### src/rtl/fp_alu_seq.sv
// Sequential floating-point add/multiply unit. Accepts one operation at a time, runs an
// align/add or shift-add multiply path, normalises, truncates and holds the result until taken.
module fp_alu_seq #(
  parameter int EXP_W = 8,
  parameter int MAN_W = 23,
  localparam int W = 1 + EXP_W + MAN_W
) (
  input  logic         clk,
  input  logic         rst_n,
  input  logic [W-1:0] a,
  input  logic [W-1:0] b,
  input  logic         sel,
  input  logic         in_valid,
  output logic         in_ready,
  output logic [W-1:0] result,
  output logic         overflow,
  output logic         out_valid,
  input  logic         out_ready
);

  localparam int N  = MAN_W + 1;        // significand with hidden bit
  localparam int SW = MAN_W + 2;        // working significand: carry + hidden + frac
  localparam int XW = EXP_W + 2;        // signed working exponent
  localparam int PW = 2 * N;
  localparam int CW = $clog2(N + 1);

  localparam logic signed [XW-1:0] EMAX_X = XW'((1 << EXP_W) - 1);
  localparam logic signed [XW-1:0] BIAS_X = XW'((1 << (EXP_W - 1)) - 1);
  localparam logic signed [XW-1:0] X_ONE  = XW'(1);

  typedef enum logic [2:0] {IDLE, ALIGN, ADD, MUL, NORM, PACK, DONE} state_t;

  state_t                 state;
  logic [W-1:0]           a_r, b_r;
  logic                   sign_r;
  logic signed [XW-1:0]   exp_r;
  logic [SW-1:0]          sig_r;
  logic [SW-1:0]          big_r, sml_r;
  logic                   sbig_r, ssml_r;
  logic [PW-1:0]          acc_r;
  logic [CW-1:0]          cnt_r;

  logic [EXP_W-1:0] ia_e, ib_e;
  assign ia_e = a[W-2 -: EXP_W];
  assign ib_e = b[W-2 -: EXP_W];

  logic [EXP_W-1:0] ea, eb, dexp;
  logic [SW-1:0]    ma_x, mb_x, sml_al;
  logic             a_ge;
  always_comb begin
    ea     = a_r[W-2 -: EXP_W];
    eb     = b_r[W-2 -: EXP_W];
    ma_x   = {2'b01, a_r[MAN_W-1:0]};
    mb_x   = {2'b01, b_r[MAN_W-1:0]};
    a_ge   = (ea >= eb);
    dexp   = a_ge ? ea - eb : eb - ea;
    sml_al = (int'(dexp) > MAN_W + 2) ? '0 : ((a_ge ? mb_x : ma_x) >> dexp);
  end

  logic [SW-1:0] add_mag;
  logic          add_sign;
  always_comb begin
    add_mag  = big_r + sml_r;
    add_sign = sbig_r;
    if (sbig_r != ssml_r) begin
      if (big_r >= sml_r) begin
        add_mag  = big_r - sml_r;
        add_sign = sbig_r;
      end else begin
        add_mag  = sml_r - big_r;
        add_sign = ssml_r;
      end
    end
  end

  // acc_r = {partial product high half, remaining multiplier bits}; shifts right once per cycle
  logic [N:0]    mul_sum;
  logic [PW-1:0] mul_nxt;
  always_comb begin
    mul_sum = {1'b0, acc_r[PW-1:N]} + (acc_r[0] ? {1'b0, ma_x[N-1:0]} : '0);
    mul_nxt = {mul_sum, acc_r[N-1:1]};
  end

  always_ff @(posedge clk or negedge rst_n) begin
    if (!rst_n) begin
      state     <= IDLE;
      a_r       <= '0;
      b_r       <= '0;
      sign_r    <= 1'b0;
      exp_r     <= '0;
      sig_r     <= '0;
      big_r     <= '0;
      sml_r     <= '0;
      sbig_r    <= 1'b0;
      ssml_r    <= 1'b0;
      acc_r     <= '0;
      cnt_r     <= '0;
      in_ready  <= 1'b1;
      out_valid <= 1'b0;
      result    <= '0;
      overflow  <= 1'b0;
    end else begin
      case (state)
        IDLE: if (in_valid) begin
          a_r      <= a;
          b_r      <= b;
          in_ready <= 1'b0;
          sign_r   <= 1'b0;
          exp_r    <= '0;
          sig_r    <= '0;
          // special and zero operands are preloaded so PACK alone produces the answer
          if (&ia_e) begin
            sign_r <= a[W-1];
            exp_r  <= EMAX_X;
            state  <= PACK;
          end else if (&ib_e) begin
            sign_r <= b[W-1];
            exp_r  <= EMAX_X;
            state  <= PACK;
          end else if (ia_e == '0 || ib_e == '0) begin
            state <= PACK;
            if (!sel && ia_e != '0) begin
              sign_r <= a[W-1];
              exp_r  <= {2'b00, ia_e};
              sig_r  <= {2'b01, a[MAN_W-1:0]};
            end else if (!sel && ib_e != '0) begin
              sign_r <= b[W-1];
              exp_r  <= {2'b00, ib_e};
              sig_r  <= {2'b01, b[MAN_W-1:0]};
            end
          end else if (sel) begin
            acc_r <= {{N{1'b0}}, 1'b1, b[MAN_W-1:0]};
            cnt_r <= '0;
            state <= MUL;
          end else begin
            state <= ALIGN;
          end
        end
        ALIGN: begin
          exp_r  <= {2'b00, (a_ge ? ea : eb)};
          big_r  <= a_ge ? ma_x : mb_x;
          sml_r  <= sml_al;
          sbig_r <= a_ge ? a_r[W-1] : b_r[W-1];
          ssml_r <= a_ge ? b_r[W-1] : a_r[W-1];
          state  <= ADD;
        end
        ADD: begin
          sig_r  <= add_mag;
          sign_r <= add_sign;
          state  <= NORM;
        end
        MUL: begin
          acc_r <= mul_nxt;
          cnt_r <= cnt_r + CW'(1);
          if (cnt_r == CW'(N - 1)) begin
            sig_r  <= mul_nxt[PW-1 -: SW];
            exp_r  <= $signed({2'b00, ea}) + $signed({2'b00, eb}) - BIAS_X;
            sign_r <= a_r[W-1] ^ b_r[W-1];
            state  <= NORM;
          end
        end
        NORM: begin
          if (sig_r[SW-1]) begin
            sig_r <= sig_r >> 1;
            exp_r <= exp_r + X_ONE;
            state <= PACK;
          end else if (sig_r == '0) begin
            sign_r <= 1'b0;
            exp_r  <= '0;
            state  <= PACK;
          end else if (!sig_r[MAN_W]) begin
            sig_r <= sig_r << 1;
            exp_r <= exp_r - X_ONE;
          end else begin
            state <= PACK;
          end
        end
        PACK: begin
          if (exp_r >= EMAX_X) begin
            result   <= {sign_r, {EXP_W{1'b1}}, {MAN_W{1'b0}}};
            overflow <= 1'b1;
          end else if (exp_r[XW-1] || exp_r == '0) begin
            result   <= '0;
            overflow <= 1'b0;
          end else begin
            result   <= {sign_r, exp_r[EXP_W-1:0], sig_r[MAN_W-1:0]};
            overflow <= 1'b0;
          end
          out_valid <= 1'b1;
          state     <= DONE;
        end
        DONE: if (out_ready) begin
          out_valid <= 1'b0;
          in_ready  <= 1'b1;
          state     <= IDLE;
        end
        default: state <= IDLE;
      endcase
    end
  end

endmodule

### config.mk
export PLATFORM = sky130hd
export DESIGN_NAME = fp_alu_seq
export DESIGN_NICKNAME = d
export VERILOG_FILES = /design/src/rtl/fp_alu_seq.sv
export SDC_FILE = /design/constraint.sdc
export NUM_CORES = 1
export LEC_CHECK = 0
export CAP_MARGIN = 5
export CORE_MARGIN = 3
export CORE_UTILIZATION = 44
export CTS_CLUSTER_DIAMETER = 60
export DETAILED_ROUTE_END_ITERATION = 10
export SKIP_CTS_REPAIR_TIMING = 1
export SYNTH_ARGS = -nofsm -noshare
export SYNTH_HDL_FRONTEND = slang
export SYNTH_SLANG_ARGS = --single-unit
### constraint.sdc
create_clock -name clk -period 3.45 [get_ports clk]
set_clock_uncertainty 0.15 [all_clocks]
set_input_delay 0.5175 -clock clk [delete_from_list [all_inputs] [get_ports clk]]
set_output_delay 0.5175 -clock clk [all_outputs]
set_load 0.005 [all_outputs]
# Word-level counts from Yosys, hierarchy flattened
# Index checks and enable logic that the tools add are counted.
# totals
word_cells	160
input_bits	69
regBits	243
output_inout_bits	35
# op_classes
n_eq_ne	21
bitwise_logic	1
order_cmp	4
add_sub_neg	11
reduce_logical	29
mux	75
shifts	1
# ops
op	count
48-bit two-way mux	5
24-bit two-way mux	9
25-bit two-way mux	5
25-bit one-hot mux with 4 select lines	1
48-bit one-hot mux with 2 select lines	1
32-bit two-way mux	2
8-bit two-way mux	7
10-bit two-way mux	5
25-bit subtractor	2
23-bit two-way mux	2
10-bit one-hot mux with 4 select lines	1
3-bit two-way mux	9
24-bit by 24-bit adder with 25-bit output	1
25-bit adder	1
25-bit greater-or-equal comparator	1
25-bit logical NOT	1
5-bit two-way mux	5
24-bit by 8-bit >> shifter with 25-bit output	1
3-bit one-hot mux with 7 select lines	1
2-bit != test, second input constant	9
1-bit two-way mux	17
8-bit logical NOT	2
8-bit AND reduction	2
8-bit nonzero test	2
other kinds (33)	50

# Depth between registers and ports, before layout
# depth
depth_word	9
ltp_mapped	15
ltp_nobuf	15

# Least setup slack after synthesis
# OpenSTA, ideal clock, no wires.
# synth_timing
kind	register to register
start	reg acc_r[0]
end	reg sig_r[22]
path_stages_with_launch	16
t_arrival_ns	3.110
setup_slack_ns	0.052
setup_time_ns	0.139
t_required_ns	3.161
path_buffers	1
period_less_slack_ns	3.398
cell_sequence	dfrtp_1 clkbuf_1 and2_1 ha_1 inv_1 fa_1 nor2b_1 o2111ai_1 a211oi_1 o21ai_0 a41o_1 nand2b_1 a21o_1 xor2_1 a2111oi_0 a21oi_1
# synth_via
elab_chain_len	4
# synth_lines
element	line_no	rtl
start: declaration	40	logic [PW-1:0] acc_r;
start signal: assignment	132	acc_r <= {{N{1'b0}}, 1'b1, b[MAN_W-1:0]};
start signal: assignment	153	acc_r <= mul_nxt;
24-bit two-way mux	80	mul_sum = {1'b0, acc_r[PW-1:N]} + (acc_r[0] ? {1'b0, ma_x[N-1:0]} : '0);
24-bit by 24-bit adder with 25-bit output	80	
25-bit two-way mux	155	if (cnt_r == CW'(N - 1)) begin
25-bit one-hot mux with 4 select lines	103	case (state)
end signal: assignment	156	sig_r <= mul_nxt[PW-1 -: SW];
end signal: assignment	164	sig_r <= sig_r >> 1;
end signal: assignment	172	sig_r <= sig_r << 1;
end: declaration	37	logic [SW-1:0] sig_r;
# No other way between the ends. The select of a mux whose other input is x is not followed.
# A chain may end at the register's enable or synchronous reset.

# Worst setup path in the final report
# layout_timing
start	reg sml_r[3]
end	reg sign_r
# layout_via
elab_chain_len	4
# layout_lines
element	line_no	rtl
start: declaration	38	logic [SW-1:0] big_r, sml_r;
start signal: assignment	142	sml_r <= sml_al;
25-bit greater-or-equal comparator	66	if (big_r >= sml_r) begin
1-bit two-way mux	66	
1-bit two-way mux	65	if (sbig_r != ssml_r) begin
1-bit one-hot mux with 4 select lines	103	
end signal: assignment	113	sign_r <= a[W-1];
end signal: assignment	117	sign_r <= b[W-1];
end signal: assignment	123	sign_r <= a[W-1];
end: declaration	35	logic sign_r;
# No other way between the ends.

==> impl_results.md <==
* Cell area after layout at 25100 um^2
* Min Tclk post-route at 3470 ps
* Clock sink total at 241
* Critical Path RT at 3750 ps
* Critical Path Sink Type: flop
* Clock root buffer master: sky130_fd_sc_hd__clkbuf_16
* Fraction of synthesis flops using an asynchronous set or reset pin at 100%
* Cell Area, Synth at 19100 um^2
* Leading cell types by count after synthesis: sky130_fd_sc_hd__nand2_1, sky130_fd_sc_hd__dfrtp_1, sky130_fd_sc_hd__a21oi_1, sky130_fd_sc_hd__nor2_1, sky130_fd_sc_hd__o21ai_0
* Crit Path Class: flop to flop
* Crit Path Max Fanout at 13
* Share of the synthesized area in the top cell type at 31.4%
* Status: finished with violations
* Sequential element share of the synthesized area at 31.5%
* Class of the tightest hold or removal check: flop to flop
* Area growth from synthesis to layout at 31.3%
* Die height at 215 um
* Via count at 19900
* DIE AREA at 46000 um^2
* Number of enable flip-flop cells after synthesis at 0
* Number of violations of the max-capacitance limit at 0
* Unrepaired setup endpoints after global routing: yes
* YS warnings at 0
* Worst path setup slack after routing at -17.3 ps
* Detailed-route vias per instance at 6.09
* Grt total ovfl at 0
* Post-DP HPWL at 62500 um
* Slew Viols, Final at 0
* Number of CTS-inserted buffers at 35
* First-pass detailed-route iteration total at 6
* Biggest area contributors in the synthesized netlist: sky130_fd_sc_hd__dfrtp_1, sky130_fd_sc_hd__ha_1, sky130_fd_sc_hd__a21oi_1
* Number of global-route vias before repair at 19200
* Starting utilization of the core area at 45.1%
* CTS tree: yes
* Cell Area, Placed at 23000 um^2
* Average instance area after synthesis at 8.28 um^2
* Average wire per cell in the routed design at 24.5 um
* # setup viols final at 2
* Flops & latches, synth at 241
* Cells traversed along the worst timing path: ha_4 > nand4_1 > or4_4 > o31a_1 > o211ai_2 > nor2_4 > buf_12 > mux2_2 > a222oi_1 > buf_4 > a21oi_1
* Input/output buffers at 103
* Fmax achieved at 0.288 GHz
* Ratio of final minimum period to clock period at 101%
* Routed WL at 80000 um
* Library cell with the highest instance count after synthesis: sky130_fd_sc_hd__nand2_1
* Number of buffers on the longest clock path at 3
* Tightest Pin Transition at 968 ps
* Filler cell count at 3908
* Critical Path AT at 3770 ps
* Number of H-tree levels at 2
* Proportion of layout cells with a drive suffix above 1 at 24.0%
* Antenna viol nets, final at 0
* Mapped Nets at 2517
* Site Rows at 75
* Worst-case reg-to-reg path depth at 11
* Synthesized instance count at 2311
* Gr usage total at 33.5%
* DIE WIDTH at 215 um
* Count of distinct cell types in the synthesized netlist at 96
* Number of design-rule violations left by the first detailed-router iteration at 1798
* Failing checks: setup timing
* Headroom to the max-slew limit at 35.4%
* Most used flip-flop cell after synthesis: sky130_fd_sc_hd__dfrtp_1
* Final weighted congestion in routability-driven placement at 1.01
* Worst path slowest cell: sky130_fd_sc_hd__a222oi_1
* Final hold vios at 0
* DR DRC count at 0
* Timing endpoint of the critical path: sign_r$_DFFE_PN0P_
* Reg2Reg Setup Slack at -20 ps
* Worst reg2reg endpoint: sign_r$_DFFE_PN0P_
* Wire length of the first global-routing pass at 119000 um
* Core Footprint at 42400 um^2
* Net count, final at 2865
* Top-Level Pins at 104
* Maximum number of pins on one net before global-route repair at 88
* Startpoint type of the worst setup path: flop
* Later-pin clock latency in the skew report at 570 ps
* Startpoint of the worst setup timing path: sml_r[3]$_DFFE_PN0P_
* CTS clock-pin slew for the worst setup and hold paths at 60 ps
* Delay contributed by the slowest stage of the critical path at 580 ps
* Launch instance of the worst register-to-register path: sml_r[3]$_DFFE_PN0P_
* Cell accounting for the most synthesized area: sky130_fd_sc_hd__dfrtp_1
* Number of antenna violations at the first check in global routing at 4
## routing by layer
metal	routed length [um]	global-route usage (%)
met5	40	0
met1	33800	46.0
met2	36200	53.6
met4	4100	13.3
met3	5810	4.35
## sequential cells by signal, summed over array words and instances, names as in the netlist
register / count
big_r: 24
result: 32
in_ready: 1
acc_r: 48
sign_r: 1
b_r: 32
cnt_r: 5
a_r: 32
sbig_r: 1
overflow: 1
sig_r: 25
exp_r: 10
out_valid: 1
sml_r: 24
ssml_r: 1
state: 3
## how the worst min path moves through the flow
| stage | startpoint | to | depth (start not counted) |
|---|---|---|---|
| floorplan | rst_n | a_r[0]$_DFFE_PN0P_ | 0 |
| global placement | overflow$_DFFE_PN0P_ | overflow$_DFFE_PN0P_ | 2 |
| detailed placement | result[28]$_DFFE_PN0P_ | result[28]$_DFFE_PN0P_ | 2 |
| CTS | rst_n | cnt_r[4]$_DFFE_PN0P_ | 1 |
| global route | result[28]$_DFFE_PN0P_ | result[28]$_DFFE_PN0P_ | 2 |
| finish | result[27]$_DFFE_PN0P_ | result[27]$_DFFE_PN0P_ | 2 |
## metrics by stage
step	setup slack (ps)	setup TNS, ps	std cells	util (%)	hold WS (ps)
6_report	-17.3	-23.7	3264	59.3	332
4_1_cts	-409	-3770	3247	57.2	-165
3_5_place_dp	-377	-5180	3183	54.2	319
2_1_floorplan	51.8	0	2311	-	71.9
3_3_place_gp	-368	-4420	3183	54.2	312
5_1_grt	-162	-1660	3263	59.3	354
## cell type report
| cell class | count | area, um^2 | share of cell area, % |
|---|---|---|---|
| Sequential cell | 241 | 6040 | 24.0 |
| Inverter | 133 | 503 | 2.00 |
| Clock buffer | 43 | 966 | 3.84 |
| Timing Repair Buffer | 453 | 3830 | 15.2 |
| Antenna cell | 1 | 2.50 | 0.00996 |
| Tap cell | 577 | 722 | 2.87 |
| Multi-Input combinational cell | 1795 | 12800 | 50.8 |
| Clock inverter | 21 | 307 | 1.22 |
## cells by family (layout without fill, tap and decap cells)
logic type / after synthesis / after routing / synth area share, %
AO/OA/AOI/OAI: 745 / 745 / 25.7
buffers and inverters: 276 / 650 / 5.79
flip-flops: 241 / 241 / 31.5
AND/OR/NAND/NOR: 728 / 728 / 17.7
adder cells (fa/ha/maj): 137 / 137 / 9.23
XOR/XNOR: 60 / 61 / 2.88
multiplexers: 124 / 124 / 7.19
other: 0 / 1 / 0
## layout by cell type (no fill, tap or decap), types with 8 or more instances in the layout
cell type	count
sky130_fd_sc_hd__nor4_1	16
sky130_fd_sc_hd__mux2_2	68
sky130_fd_sc_hd__mux2i_1	46
sky130_fd_sc_hd__nor3_1	38
sky130_fd_sc_hd__xnor2_2	8
sky130_fd_sc_hd__o21bai_1	20
sky130_fd_sc_hd__o31ai_1	15
sky130_fd_sc_hd__clkdlybuf4s50_1	102
sky130_fd_sc_hd__o211ai_1	20
sky130_fd_sc_hd__o21a_1	10
sky130_fd_sc_hd__nand2_1	270
sky130_fd_sc_hd__ha_1	120
sky130_fd_sc_hd__o221ai_1	13
sky130_fd_sc_hd__clkbuf_16	35
sky130_fd_sc_hd__xnor2_1	36
sky130_fd_sc_hd__or2_2	8
sky130_fd_sc_hd__buf_4	332
sky130_fd_sc_hd__nand3_1	44
sky130_fd_sc_hd__a211oi_1	20
sky130_fd_sc_hd__a21oi_1	193
sky130_fd_sc_hd__a22o_1	27
sky130_fd_sc_hd__nand2b_1	12
sky130_fd_sc_hd__a221oi_1	24
sky130_fd_sc_hd__nor2b_1	19
sky130_fd_sc_hd__inv_1	127
sky130_fd_sc_hd__and2_1	30
sky130_fd_sc_hd__dfrtp_1	234
sky130_fd_sc_hd__nor2_1	196
sky130_fd_sc_hd__o22ai_1	53
sky130_fd_sc_hd__a21o_1	39
sky130_fd_sc_hd__a31oi_1	30
sky130_fd_sc_hd__o21ai_1	17
sky130_fd_sc_hd__buf_12	11
sky130_fd_sc_hd__a21oi_2	14
sky130_fd_sc_hd__o21ai_0	120
sky130_fd_sc_hd__or3_1	10
sky130_fd_sc_hd__xor2_1	14
sky130_fd_sc_hd__nand4_1	26
sky130_fd_sc_hd__a211o_1	12
## worst max-delay path, delay by kind of cell (launching register included)
family	cells	cell delay (ps)
buffers and inverters	2	370
and+or+nand+nor	3	760
adders and majority gates	1	300
DFF	1	420
muxes	1	290
AOI/OAI and AO/OA	4	1050
Power is left out: the tool's default activity adds up to more than one toggle a clock period on the data nets, which glitch-free logic cannot reach.
